<file path="config.mk">
export PLATFORM = sky130hd
export DESIGN_NAME = uart_rx_param
export DESIGN_NICKNAME = d
export VERILOG_FILES = /design/src/rtl/uart_rx_param.sv
export SDC_FILE = /design/constraint.sdc
export NUM_CORES = 1
export LEC_CHECK = 0
export BUFFER_PORTS_ARGS = -buffer_cell sky130_fd_sc_hd__buf_2
export CAP_MARGIN = 20
export CORE_AREA = 3 3 68 70
export CTS_CLUSTER_DIAMETER = 100
export DETAILED_ROUTE_END_ITERATION = 8
export DIE_AREA = 0 0 71 73
export HOLD_SLACK_MARGIN = 0.06
export PLACE_DENSITY = 0.75
export SYNTH_ARGS = -nofsm -noshare
export SYNTH_HDL_FRONTEND = slang
export SYNTH_SLANG_ARGS = --single-unit
</file>
<file path="constraint.sdc">
create_clock -name clk -period 2.25 [get_ports clk]
set_input_delay 0.225 -clock clk [delete_from_list [all_inputs] [get_ports clk]]
set_output_delay 0.225 -clock clk [all_outputs]
set_load 0.1 [all_outputs]
</file>
<file path="src/rtl/uart_rx_param.sv">
// uart_rx_param: parametrised UART receiver, 16x oversampling with 3-sample vote.
// Define UART_RX_FIFO_EN to replace the holding register with a receive FIFO.
module uart_rx_param #(
    parameter int CLK_FREQ   = 50_000_000,
    parameter int BAUD       = 9600,
    parameter int DATA_BITS  = 8,
    parameter int PARITY     = 0,
    parameter int STOP_BITS  = 1,
    parameter int FIFO_DEPTH = 8
) (
    input  logic                 clk,
    input  logic                 rst,
    input  logic                 rx,
    output logic [DATA_BITS-1:0] rx_data,
    output logic                 rx_valid,
    input  logic                 rx_ack,
    output logic                 parity_err,
    output logic                 frame_err,
    output logic                 overrun,
    output logic                 busy
);
    localparam int DIV = CLK_FREQ / (BAUD * 16);
    localparam int DW  = (DIV > 1) ? $clog2(DIV) : 1;

    if (DIV < 1 || DATA_BITS < 5 || DATA_BITS > 9 ||
        PARITY < 0 || PARITY > 2 ||
        STOP_BITS < 1 || STOP_BITS > 2 || FIFO_DEPTH < 2 ||
        (FIFO_DEPTH & (FIFO_DEPTH - 1)) != 0) begin : g_bad_cfg
        $error("uart_rx_param: unsupported parameter set");
    end

    typedef enum logic [2:0] {
        S_ARM, S_IDLE, S_START, S_DATA, S_PAR, S_STOP, S_DONE
    } state_t;

    state_t state, state_next;

    logic                 rx_m, rx_s, rx_d;
    logic                 start_edge;
    logic [DW-1:0]        div_cnt;
    logic                 tick;
    logic [3:0]           tick_cnt, bit_cnt, arm_cnt;
    logic                 s7, s8, maj;
    logic                 sample9, bit_end;
    logic [DATA_BITS-1:0] data_sr;
    logic                 par_acc, ferr_acc;
    logic                 w_perr;
    logic                 deliver;

    always_ff @(posedge clk or posedge rst) begin
        if (rst) begin
            {rx_m, rx_s, rx_d} <= 3'b111;
        end else begin
            {rx_m, rx_s, rx_d} <= {rx, rx_m, rx_s};
        end
    end

    assign start_edge = rx_d & ~rx_s;

    // Divider is held in IDLE so every frame starts phase-aligned to its edge
    assign tick = (state != S_IDLE) && (div_cnt == DW'(DIV - 1));

    always_ff @(posedge clk or posedge rst) begin
        if (rst) begin
            div_cnt <= '0;
        end else if (state == S_IDLE || tick) begin
            div_cnt <= '0;
        end else begin
            div_cnt <= div_cnt + DW'(1);
        end
    end

    assign sample9 = tick && (tick_cnt == 4'd8);
    assign bit_end = tick && (tick_cnt == 4'd15);
    assign maj     = (s7 & s8) | (s7 & rx_s) | (s8 & rx_s);

    always_ff @(posedge clk or posedge rst) begin
        if (rst) begin
            state <= S_ARM;
        end else begin
            state <= state_next;
        end
    end

    always_comb begin
        state_next = state;
        unique case (state)
            S_ARM: begin
                if (tick && rx_s && arm_cnt == 4'd15) state_next = S_IDLE;
            end
            S_IDLE: begin
                if (start_edge) state_next = S_START;
            end
            S_START: begin
                if (sample9 && maj) state_next = S_IDLE;
                else if (bit_end)   state_next = S_DATA;
            end
            S_DATA: begin
                if (bit_end && bit_cnt == 4'(DATA_BITS - 1))
                    state_next = (PARITY != 0) ? S_PAR : S_STOP;
            end
            S_PAR: begin
                if (bit_end) state_next = S_STOP;
            end
            S_STOP: begin
                if (sample9 && bit_cnt == 4'(STOP_BITS - 1))
                    state_next = S_DONE;
            end
            S_DONE: begin
                state_next = ferr_acc ? S_ARM : S_IDLE;
            end
            default: state_next = S_ARM;
        endcase
    end

    always_comb begin
        busy    = 1'b1;
        deliver = 1'b0;
        unique case (state)
            S_ARM, S_IDLE: busy = 1'b0;
            S_DONE:        deliver = 1'b1;
            default:       busy = 1'b1;
        endcase
    end

    always_ff @(posedge clk or posedge rst) begin
        if (rst) begin
            tick_cnt <= '0;
            bit_cnt  <= '0;
            arm_cnt  <= '0;
            s7       <= 1'b1;
            s8       <= 1'b1;
            data_sr  <= '0;
            par_acc  <= 1'b0;
            ferr_acc <= 1'b0;
        end else begin
            if (state == S_IDLE) tick_cnt <= '0;
            else if (tick)       tick_cnt <= tick_cnt + 4'd1;

            if (state_next != state) bit_cnt <= '0;
            else if (bit_end)        bit_cnt <= bit_cnt + 4'd1;

            if (state != S_ARM || !rx_s) arm_cnt <= '0;
            else if (tick)               arm_cnt <= arm_cnt + 4'd1;

            if (tick && tick_cnt == 4'd6) s7 <= rx_s;
            if (tick && tick_cnt == 4'd7) s8 <= rx_s;

            if (sample9) begin
                if (state == S_START) begin
                    par_acc  <= 1'b0;
                    ferr_acc <= 1'b0;
                end
                if (state == S_DATA) begin
                    data_sr <= {maj, data_sr[DATA_BITS-1:1]};
                    par_acc <= par_acc ^ maj;
                end
                if (state == S_PAR)          par_acc  <= par_acc ^ maj;
                if (state == S_STOP && !maj) ferr_acc <= 1'b1;
            end
        end
    end

    assign w_perr = (PARITY != 0) && (par_acc != (PARITY == 1));

`ifdef UART_RX_FIFO_EN
    localparam int AW = $clog2(FIFO_DEPTH);

    logic [DATA_BITS+1:0] mem [FIFO_DEPTH];
    logic [DATA_BITS+1:0] head;
    logic [AW-1:0]        wr_ptr, rd_ptr;
    logic [AW:0]          count;
    logic                 pop, full, push_ok;

    assign rx_valid = (count != '0);
    assign pop      = rx_valid && rx_ack;
    assign full     = (count == (AW + 1)'(FIFO_DEPTH));
    assign push_ok  = deliver && (!full || pop);
    assign head     = mem[rd_ptr];

    assign {parity_err, frame_err, rx_data} = rx_valid ? head : '0;

    always_ff @(posedge clk) begin
        if (push_ok) mem[wr_ptr] <= {w_perr, ferr_acc, data_sr};
    end

    always_ff @(posedge clk or posedge rst) begin
        if (rst) begin
            wr_ptr  <= '0;
            rd_ptr  <= '0;
            count   <= '0;
            overrun <= 1'b0;
        end else begin
            if (push_ok) wr_ptr <= wr_ptr + AW'(1);
            if (pop)     rd_ptr <= rd_ptr + AW'(1);
            unique case ({push_ok, pop})
                2'b10:   count <= count + (AW + 1)'(1);
                2'b01:   count <= count - (AW + 1)'(1);
                default: count <= count;
            endcase
            if (deliver && full && !pop) overrun <= 1'b1;
            else if (pop)                overrun <= 1'b0;
        end
    end
`else
    always_ff @(posedge clk or posedge rst) begin
        if (rst) begin
            rx_data    <= '0;
            rx_valid   <= 1'b0;
            parity_err <= 1'b0;
            frame_err  <= 1'b0;
            overrun    <= 1'b0;
        end else begin
            if (rx_valid && rx_ack) begin
                rx_valid <= 1'b0;
                overrun  <= 1'b0;
            end
            // A word landing on the ack cycle replaces the one being consumed
            if (deliver) begin
                if (!rx_valid || rx_ack) begin
                    rx_data    <= data_sr;
                    parity_err <= w_perr;
                    frame_err  <= ferr_acc;
                    rx_valid   <= 1'b1;
                end else begin
                    overrun <= 1'b1;
                end
            end
        end
    end
`endif

endmodule

</file>
==> impl_results.md <==
- Status: completed
- Iteration-0 DRC Markers: 83
- Max-Cap Viols: 0
- Switch share: 0.2181
- CP max stage cell: dfrtp_1
- Cts bufs inserted: 5
- Die X: 71 um
- Fillers: 314
- Yosys warning count: 0
- Share of cells above drive strength 1: 0.2656
- Synthesized Nets: 227
- RSZ-0062 raised after global routing: no
- Number of I/O pins: 17
- Buf+Inv Stages, Crit Path: 1
- CTS tree: yes
- Worst EP arrival: 2220 ps
- Site row count: 23
- RR Startpoint: div_cnt[0]
- Worst hold path depth: 2
- Fin nets: 252
- Overall global routing resource usage: 0.1847
- Vias post-DR: 1,637
- Initial antenna violation count: 0
- # DRC: 0
- Layout Skew: 5.399 ps
- Max Root-Sink Buffers: 2
- Hold Path Sink: overrun
- Netlist Area Pre-Place: 0.002406 mm^2
- Worst path max stage delay: 440 ps
- FFs w/ async S/R, synth: 1.000
- Worst setup SP type: flop
- Post-placement worst setup slack: 254.1 ps
- Most frequent cells in the layout: dfrtp_1 (44), mux2_2 (19), nand2_1 (18), nor2_1 (18), buf_2 (15)
- Sequential share of the synthesized area: 0.5122
- Worst Max-Slew Pin Slew: 606.5 ps
- Drt wl/cell: 14.53 um
- NetSw: 0.0003192 W
- Diode count: 0
- Post-DRT Antenna Nets: 0
- Max Freq: 0.4929 GHz
- Via density: 5.625
- Placed Cells: 281
- Kind of critical path: reg -> reg
- Clock root cell: clkbuf_8
- Crit path max-delay family: simple AND/OR/NAND/NOR gates
- LEAKAGE: 1.287 nW
- Placed wire-length estimate: 3.090 mm
- Initial Util: 0.5972
- First-pass GRT wire length: 7.638 mm
- Slew Limit Fails: 0
- Hold-fix buffers at CTS: 2
- Avg Cell Area, Syn: 11.19 um^2
- Peak supply drop: 0.0003010 V
- Hold_sp: rx_ack
- Synth area leader: dfrtp_1
- Reg clk slew, reported paths: 90 ps
- Pwr/cell area: 546.8 mW/mm^2
- # resized after CTS: 0
- WHS: 103.9 ps
- Final cell count without fillers: 291
- Core area: 0.004029 mm^2
- Power share of the combinational group: 0.027
- R2r worst-path depth: 7
- Hold Violations, Final: 0
- Ranking of synthesized cells by area: dfrtp_1 (46%), mux2_2 (8.9%), dfstp_2 (5.5%)
- Clk pwr share: 0.367
- TritonRoute pass-1 iters: 4
- Main flop type after synthesis: dfrtp_1
- Crit path capture type: flop
- Final setup viols: 0
- Layout area overhead: 11.23%
- Seq pwr share: 0.606
- Register area: 0.001232 mm^2
- WL final: 4.229 mm
- Number of global-route vias before repair: 1,738
- Unique masters post-synth: 46
- Die Ht: 73 um
- Tmin final: 2029 ps
- Crit-path cells: inv_1 -> ha_1 -> and4bb_2 -> and3_1 -> nand2_1 -> nor2_4 -> mux2_2
- Slew HR: 0.5951
- Clock sink total: 49
- Final worst setup slack: 221.0 ps
- Postcts setup bufs: 0
- Total gr overflow: 0
- R2R Setup Slk: 220 ps
- Commonest non-fill, non-tap cell in the layout: dfrtp_1
- Reg2reg end: data_sr[3]
- Cells after Synth: 215
- Setup TNS: 0 ps
- WP data required: 2440 ps
- Clock insertion delay at the later pin of the skew report: 300 ps
- Largest net degree at the start of global routing: 30
- Gpl congestion: 0.8557
- I/O Buffers: 15
- Area of the multi-input gates: 0.001089 mm^2
- Final Core Density: 0.6643
- EDFF count, synth: 0
- H-tree lvl count: 2
- Yosys top cell area share: 0.4576
- Worst hold-check path type: in -> reg
- #FFs+latches synth: 49
- Crit path max fanout: 8
- Die Footprint: 0.005183 mm^2
- Total internal power: 0.001144 W
- Final worst-path cycle share: 0.9018
## kinds of logic (layout without fill, tap and decap cells)
kind of cell | after synthesis | in the layout | synth area share
and+or+nand+nor | 73 | 73 | 0.1638
DFF | 49 | 49 | 0.5122
AOI/OAI and AO/OA | 27 | 27 | 0.08165
muxes | 22 | 22 | 0.1014
buffers and inverters | 18 | 44 | 0.03536
xor gates and xnor gates | 16 | 16 | 0.05824
adders and majority gates | 9 | 9 | 0.04576
other | 1 | 1 | 0.001559
## final cells by class
cell class,instances,area share
repair buffers,25,0.05797
clock buffers,6,0.03086
clock inverters,2,0.005143
flip-flops and latches,49,0.4605
well taps,50,0.02338
inverters,11,0.01543
multi-input cells,148,0.4067
## worst register-to-register path: cells and delay by family (launching register included)
| family | cells | cell delay [ps] |
|---|---|---|
| AND/OR/NAND/NOR | 4 | 910 |
| flip-flops | 1 | 440 |
| multiplexers | 1 | 370 |
| adder cells (fa/ha/maj) | 1 | 130 |
| buffers and inverters | 1 | 80 |
## cell usage after synthesis, drive strengths merged (3+ instances only)
library cell / instances
inv: 11
dfstp: 5
ha: 8
dfrtp: 44
nand2: 18
o21ai: 4
o22ai: 3
nand4: 4
xnor2: 5
xor2: 11
nor2: 19
and3: 5
nand3: 9
a21oi: 8
and2: 3
mux2: 19
buf: 5
mux2i: 3
## how the worst max path moves through the flow
stage | startpoint | cells after the start | endpoint
floorplan | rx_valid | 2 | frame_err
global placement | div_cnt[0] | 7 | data_sr[4]
detailed placement | div_cnt[0] | 7 | data_sr[0]
CTS | div_cnt[0] | 7 | data_sr[3]
global route | div_cnt[0] | 7 | data_sr[0]
finish | div_cnt[0] | 7 | data_sr[3]
## power groups by stage
stage          clock network [W]  registers (W)  logic [W]
2_1_floorplan                  0       0.000903  0.0000271
3_3_place_gp                   0       0.000904  0.0000374
3_5_place_dp                   0       0.000904  0.0000378
4_1_cts                 0.000558       0.000887  0.0000406
5_1_grt                 0.000588       0.000887  0.0000442
6_report                0.000538       0.000887  0.0000390
## metrics by stage
step / instance area [um^2] / power (W)
floorplan: 2406 / 0.0009305
global placement: 2560 / 0.0009412
detailed placement: 2560 / 0.0009419
CTS: 2676 / 0.001485
global route: 2676 / 0.001520
finish: 2676 / 0.001463
## state kept, by name (all words and copies together), names as in the netlist, 3 cells and up
signal	cells
tick_cnt	4
state	3
bit_cnt	4
data_sr	8
rx_data	8
arm_cnt	4
div_cnt	9
## layer usage
metal / wire length (um) / GRT usage / share of wire / vias up
met3: 159 / 0.03444 / 0.038 / 2
met2: 2097 / 0.2987 / 0.50 / 37
met4: 19 / 0.06681 / 0.0045 / 0
met1: 1954 / 0.2500 / 0.46 / 797
met5: 0 / 0 / 0 / -
li1: - / - / - / 801
(Power assumes the default switching activity.)
